File: src/rtl/aes_uart_seq.sv
// Sequencer for the AES-encrypt -> UART -> AES-decrypt loopback datapath.
// Latches one block and key, waits for AES settling, runs the UART transfer and returns the result.
module aes_uart_seq #(
   parameter int unsigned SETTLE_CYC  = 4,
   parameter int unsigned TIMEOUT_CYC = 200000,
   parameter int unsigned CNT_W       = 16
) (
   input  logic             clk,
   input  logic             reset,
   input  logic             req_valid,
   output logic             req_ready,
   input  logic [127:0]     req_data,
   input  logic [127:0]     req_key,
   output logic             resp_valid,
   input  logic             resp_ready,
   output logic [127:0]     resp_data,
   output logic             resp_err,
   output logic             busy,
   output logic [CNT_W-1:0] blk_cnt,
   output logic [127:0]     dp_data_in,
   output logic [127:0]     dp_key,
   output logic             dp_en_tx,
   output logic             dp_en_rx,
   input  logic             dp_tx_done,
   input  logic             dp_rx_done,
   input  logic [127:0]     dp_data_out
);

   localparam int unsigned    TO_W        = $clog2(TIMEOUT_CYC);
   localparam logic [7:0]     SETTLE_LOAD = 8'(SETTLE_CYC - 1);
   localparam logic [TO_W-1:0] TO_LAST    = TO_W'(TIMEOUT_CYC - 1);

   typedef enum logic [1:0] {StIdle, StSettle, StXfer, StResp} state_e;

   state_e          state;
   logic [7:0]      settle_cnt;
   logic [TO_W-1:0] to_cnt;
   logic            tx_seen, rx_seen;
   logic            tx_now, rx_now;

   // A done sampled this cycle counts together with the sticky flag.
   assign tx_now = tx_seen | dp_tx_done;
   assign rx_now = rx_seen | dp_rx_done;

   assign req_ready  = (state == StIdle);
   assign resp_valid = (state == StResp);
   assign busy       = (state != StIdle);

   always_ff @(posedge clk or negedge reset) begin
      if (!reset) begin
         state      <= StIdle;
         settle_cnt <= '0;
         to_cnt     <= '0;
         tx_seen    <= 1'b0;
         rx_seen    <= 1'b0;
         dp_data_in <= '0;
         dp_key     <= '0;
         dp_en_tx   <= 1'b0;
         dp_en_rx   <= 1'b0;
         resp_data  <= '0;
         resp_err   <= 1'b0;
         blk_cnt    <= '0;
      end else begin
         unique case (state)
            StIdle: begin
               if (req_valid) begin
                  dp_data_in <= req_data;
                  dp_key     <= req_key;
                  settle_cnt <= SETTLE_LOAD;
                  state      <= StSettle;
               end
            end
            StSettle: begin
               if (settle_cnt == 8'd0) begin
                  to_cnt   <= '0;
                  tx_seen  <= 1'b0;
                  rx_seen  <= 1'b0;
                  dp_en_tx <= 1'b1;
                  dp_en_rx <= 1'b1;
                  state    <= StXfer;
               end else begin
                  settle_cnt <= settle_cnt - 8'd1;
               end
            end
            StXfer: begin
               // Completion takes priority over a coincident timeout.
               if (tx_now && rx_now) begin
                  resp_data <= dp_data_out;
                  resp_err  <= 1'b0;
                  dp_en_tx  <= 1'b0;
                  dp_en_rx  <= 1'b0;
                  state     <= StResp;
               end else if (to_cnt == TO_LAST) begin
                  resp_data <= '0;
                  resp_err  <= 1'b1;
                  dp_en_tx  <= 1'b0;
                  dp_en_rx  <= 1'b0;
                  state     <= StResp;
               end else begin
                  to_cnt   <= to_cnt + 1'b1;
                  tx_seen  <= tx_now;
                  rx_seen  <= rx_now;
                  dp_en_tx <= ~tx_now;
               end
            end
            StResp: begin
               if (resp_ready) begin
                  if (!resp_err) blk_cnt <= blk_cnt + 1'b1;
                  tx_seen <= 1'b0;
                  rx_seen <= 1'b0;
                  state   <= StIdle;
               end
            end
            default: state <= StIdle;
         endcase
      end
   end

endmodule

File: config.mk
export PLATFORM = sky130hd
export DESIGN_NAME = aes_uart_seq
export DESIGN_NICKNAME = d
export VERILOG_FILES = /design/src/rtl/aes_uart_seq.sv
export SDC_FILE = /design/constraint.sdc
export NUM_CORES = 1
export LEC_CHECK = 0
export CORE_AREA = 2 2 307 309
export CTS_BUF_LIST = sky130_fd_sc_hd__clkbuf_16
export CTS_CLUSTER_DIAMETER = 60
export DETAILED_ROUTE_END_ITERATION = 10
export DIE_AREA = 0 0 309 311
export PLACE_DENSITY_LB_ADDON = 0.05
export SYNTH_ARGS = -nofsm -noshare
export SYNTH_HDL_FRONTEND = slang
export SYNTH_SLANG_ARGS = --single-unit
File: constraint.sdc
create_clock -name clk -period 2.6 [get_ports clk]
set_clock_uncertainty 0.05 [all_clocks]
set_input_delay 0.39 -clock clk [delete_from_list [all_inputs] [get_ports clk]]
set_output_delay 0.39 -clock clk [all_outputs]
set_load 0.005 [all_outputs]
==> flow_metrics.env <==
export IMPL_status="complete, no violations"
export IMPL_cts_root_buffer="clkbuf_16"
export IMPL_maxCapViolCount=0
export IMPL_top_usage_layer="met2"
export IMPL_most_common_layout_cells="clkdlybuf4s50_1 (794), dfrtp_1 (433), mux2_2 (257)"
export IMPL_floorplan_initialDensity=0.178
export IMPL_ys_seq_area_frac=0.655
export IMPL_setup_worst_path_class="flip-flop to output port"
export IMPL_rsz0062_at_grt="false"
export IMPL_wl_um=71300
export IMPL_end_kind="output port"
export IMPL_reg2reg_depth=7
export IMPL_routabilityCongestion=0.763
export IMPL_stdcell_area_um2=28600
export IMPL_dpl_instance_area_um2=26400
export IMPL_max_freq_mhz=411
export IMPL_numCtsBuffers=67
export IMPL_synth_cell_types=52
export IMPL_slowest_delay_ps=560
export IMPL_final_common_cell="clkdlybuf4s50_1"
export IMPL_vias=12700
export IMPL_arrival_ps=1990
export IMPL_tightest_slew_ps=756
export IMPL_dieWidth_um=309
export IMPL_finalCritPeriodShare=0.936
export IMPL_p_per_area_nw_per_um2=1210
export IMPL_met3_usage=0.0537
export IMPL_cts_setup_buffers=0
export IMPL_rrSetupSlack_ps=170
export IMPL_grt_use_met1=0.148
export IMPL_drtIter0Drc=437
export IMPL_synth_area_top_cells="dfrtp_1 (66%), mux2_2 (18%), a22o_1 (6.9%)"
export IMPL_path_clk_slew_ps=60
export IMPL_syn_nets=1509
export IMPL_setup_violations=0
export IMPL_viasPerCell=3.90
export IMPL_synth_top_area_frac=0.655
export IMPL_r2r_start="settle_cnt[0]$_DFFE_PN0P_"
export IMPL_antenna_found_initial=18
export IMPL_rows=112
export IMPL_synth_area_per_cell_um2=14.9
export IMPL_irDropWorstVdd_mv=0.474
export IMPL_finalSetupTns_ps=0
export IMPL_slew_violations=0
export IMPL_cts_tree="built"
export IMPL_synth_cells=1111
export IMPL_clk_latency_ps=600
export IMPL_ys_flop_type="dfrtp_1"
export IMPL_synth_edf_count=0
export IMPL_drc=0
export IMPL_finalHoldViolCount=0
export IMPL_htree_levels=3
export IMPL_synth_area_um2=16500
export IMPL_grt_overflow=0
export IMPL_crit_end="req_ready"
export IMPL_drt_pass1_iter_count=4
export IMPL_io_pin_count=796
export IMPL_worst_ep_required_time_ps=2160
export IMPL_cp_cell_sequence="inv_1, ha_2, clkdlybuf4s50_1"
export IMPL_core_area_um2=92800
export IMPL_ys_warnings_count=0
export IMPL_grt_pass1_wl_um=101000
export IMPL_drive_gt1_frac=0.204
export IMPL_hold_path_class="primary input to async pin"
export IMPL_min_period_ps=2430
export IMPL_avgRoutedWirePerCell_um=21.8
export IMPL_crit_slowest_cell="clkdlybuf4s50_1"
export IMPL_slew_headroom=0.494
export IMPL_layout_nets=2354
export IMPL_io_buffers=795
export IMPL_syn2layout_area_growth_pct=72.9
export IMPL_critPathTopFamily="buffers and inverters"
export IMPL_grt_pass1_vias=13900
export IMPL_worst_path_buf_inv=2
export IMPL_finalPower_mw=34.6
export IMPL_grt_max_degree=121
export IMPL_start_kind="flip-flop"
export IMPL_r2r_end="to_cnt[5]$_DFFE_PN0P_"
export IMPL_dp_hpwl_um=53800
export IMPL_use_met2=0.267
export IMPL_crit_cells=3
export IMPL_ys_seq_elements=433
export IMPL_async_flop_share=1.00
export IMPL_place_inst=3140
export IMPL_startpoint="state[0]$_DFFE_PN0P_"
export IMPL_path_max_fanout=8
export IMPL_die_y_um=311
export IMPL_layout_cells_non_filler=3268
export IMPL_ant_nets=0
export IMPL_die_area_um2=96100
export IMPL_clockBufferDepth=3
export IMPL_leakagePower_nw=12.1
export IMPL_grt_use_total=0.146
export IMPL_clock_sinks=433
export IMPL_synth_top_cell_by_area="dfrtp_1"
[through the flow]
step                hold WS, ps  setup WS [ps]  utilization
floorplan                  44.4            307            -
CTS                         269           43.0        0.308
detailed placement          345           69.6        0.284
finish                      266            168        0.308
global route                292           30.3        0.308
global placement            346           91.8        0.284
[per-layer routing]
metal | wire length, µm | part of all wire
met1 | 24700 | 0.35
met2 | 38500 | 0.54
met3 | 5810 | 0.081
met4 | 2240 | 0.031
met5 | 98 | 0.0014
[synth_stat cells, types with 3 or more instances]
master    number
a221o_1        3
o21ai_0        9
nand2b_1       3
nand3_1       21
buf_1          3
clkbuf_1      59
ha_1           8
and3_1        11
o211ai_1       4
nand4_1        9
mux2_2       257
or4_1          3
nor2_1        24
mux2i_1        4
or3_1          5
dfrtp_1      433
nand2_1       35
nor4_1         6
xnor2_1       11
a21oi_1        6
nor3_1        10
a22o_1       130
inv_1         11
xor2_1        10
[logic make-up (layout without fill, tap and decap cells)]
group	after synthesis	after routing	share of synthesized area
muxes	261	261	0.177
buffers and inverters	76	969	0.0182
and+or+nand+nor	140	140	0.0437
AOI/OAI and AO/OA	172	172	0.0880
DFF	433	433	0.655
xor gates and xnor gates	21	21	0.0111
adders and majority gates	8	8	0.00606
other	0	10	0
[repair_timing]
item / CTS / global route
gates cloned: 0 / 0
hold buffers: 1 / 0
endpoints found under the hold margin: 41 / 0
endpoints found under the setup margin: 1 / 4
gates resized for setup: 1 / 3
[how the worst min path moves through the flow]
stage	depth (start not counted)	from	slack, ps	end
finish	2	reset	270	resp_data[76]$_DFFE_PN0P_
global route	2	reset	290	resp_data[76]$_DFFE_PN0P_
CTS	2	reset	270	resp_data[76]$_DFFE_PN0P_
detailed placement	1	reset	340	resp_data[76]$_DFFE_PN0P_
global placement	1	reset	350	resp_data[76]$_DFFE_PN0P_
floorplan	0	reset	40	blk_cnt[0]$_DFFE_PN0P_
[state kept, by name (all words and copies together), names as in the netlist]
register / flops
dp_en_rx: 1
state: 2
dp_data_in: 128
resp_data: 128
to_cnt: 18
resp_err: 1
blk_cnt: 16
dp_en_tx: 1
tx_seen: 1
settle_cnt: 8
rx_seen: 1
dp_key: 128
[power breakdown]
| part | switching, mW | leakage, nW | internal [mW] | total [mW] |
|---|---|---|---|---|
| Clock | 3.44 | 1.11 | 5.41 | 8.85 |
| Sequential | 1.79 | 5.27 | 9.95 | 11.7 |
| Combinational | 5.19 | 5.70 | 8.85 | 14.0 |
[area by class of cell]
type	instances	area (µm²)
clock buffer	69	1730
fill	9385	64200
sequential	433	10800
clock inverter	48	423
timing repair buffer	841	8540
inverter	11	41.3
multi-input combinational	602	5430
tap	1254	1570
antenna	10	25.0
Power figures use the tool's default switching activity.
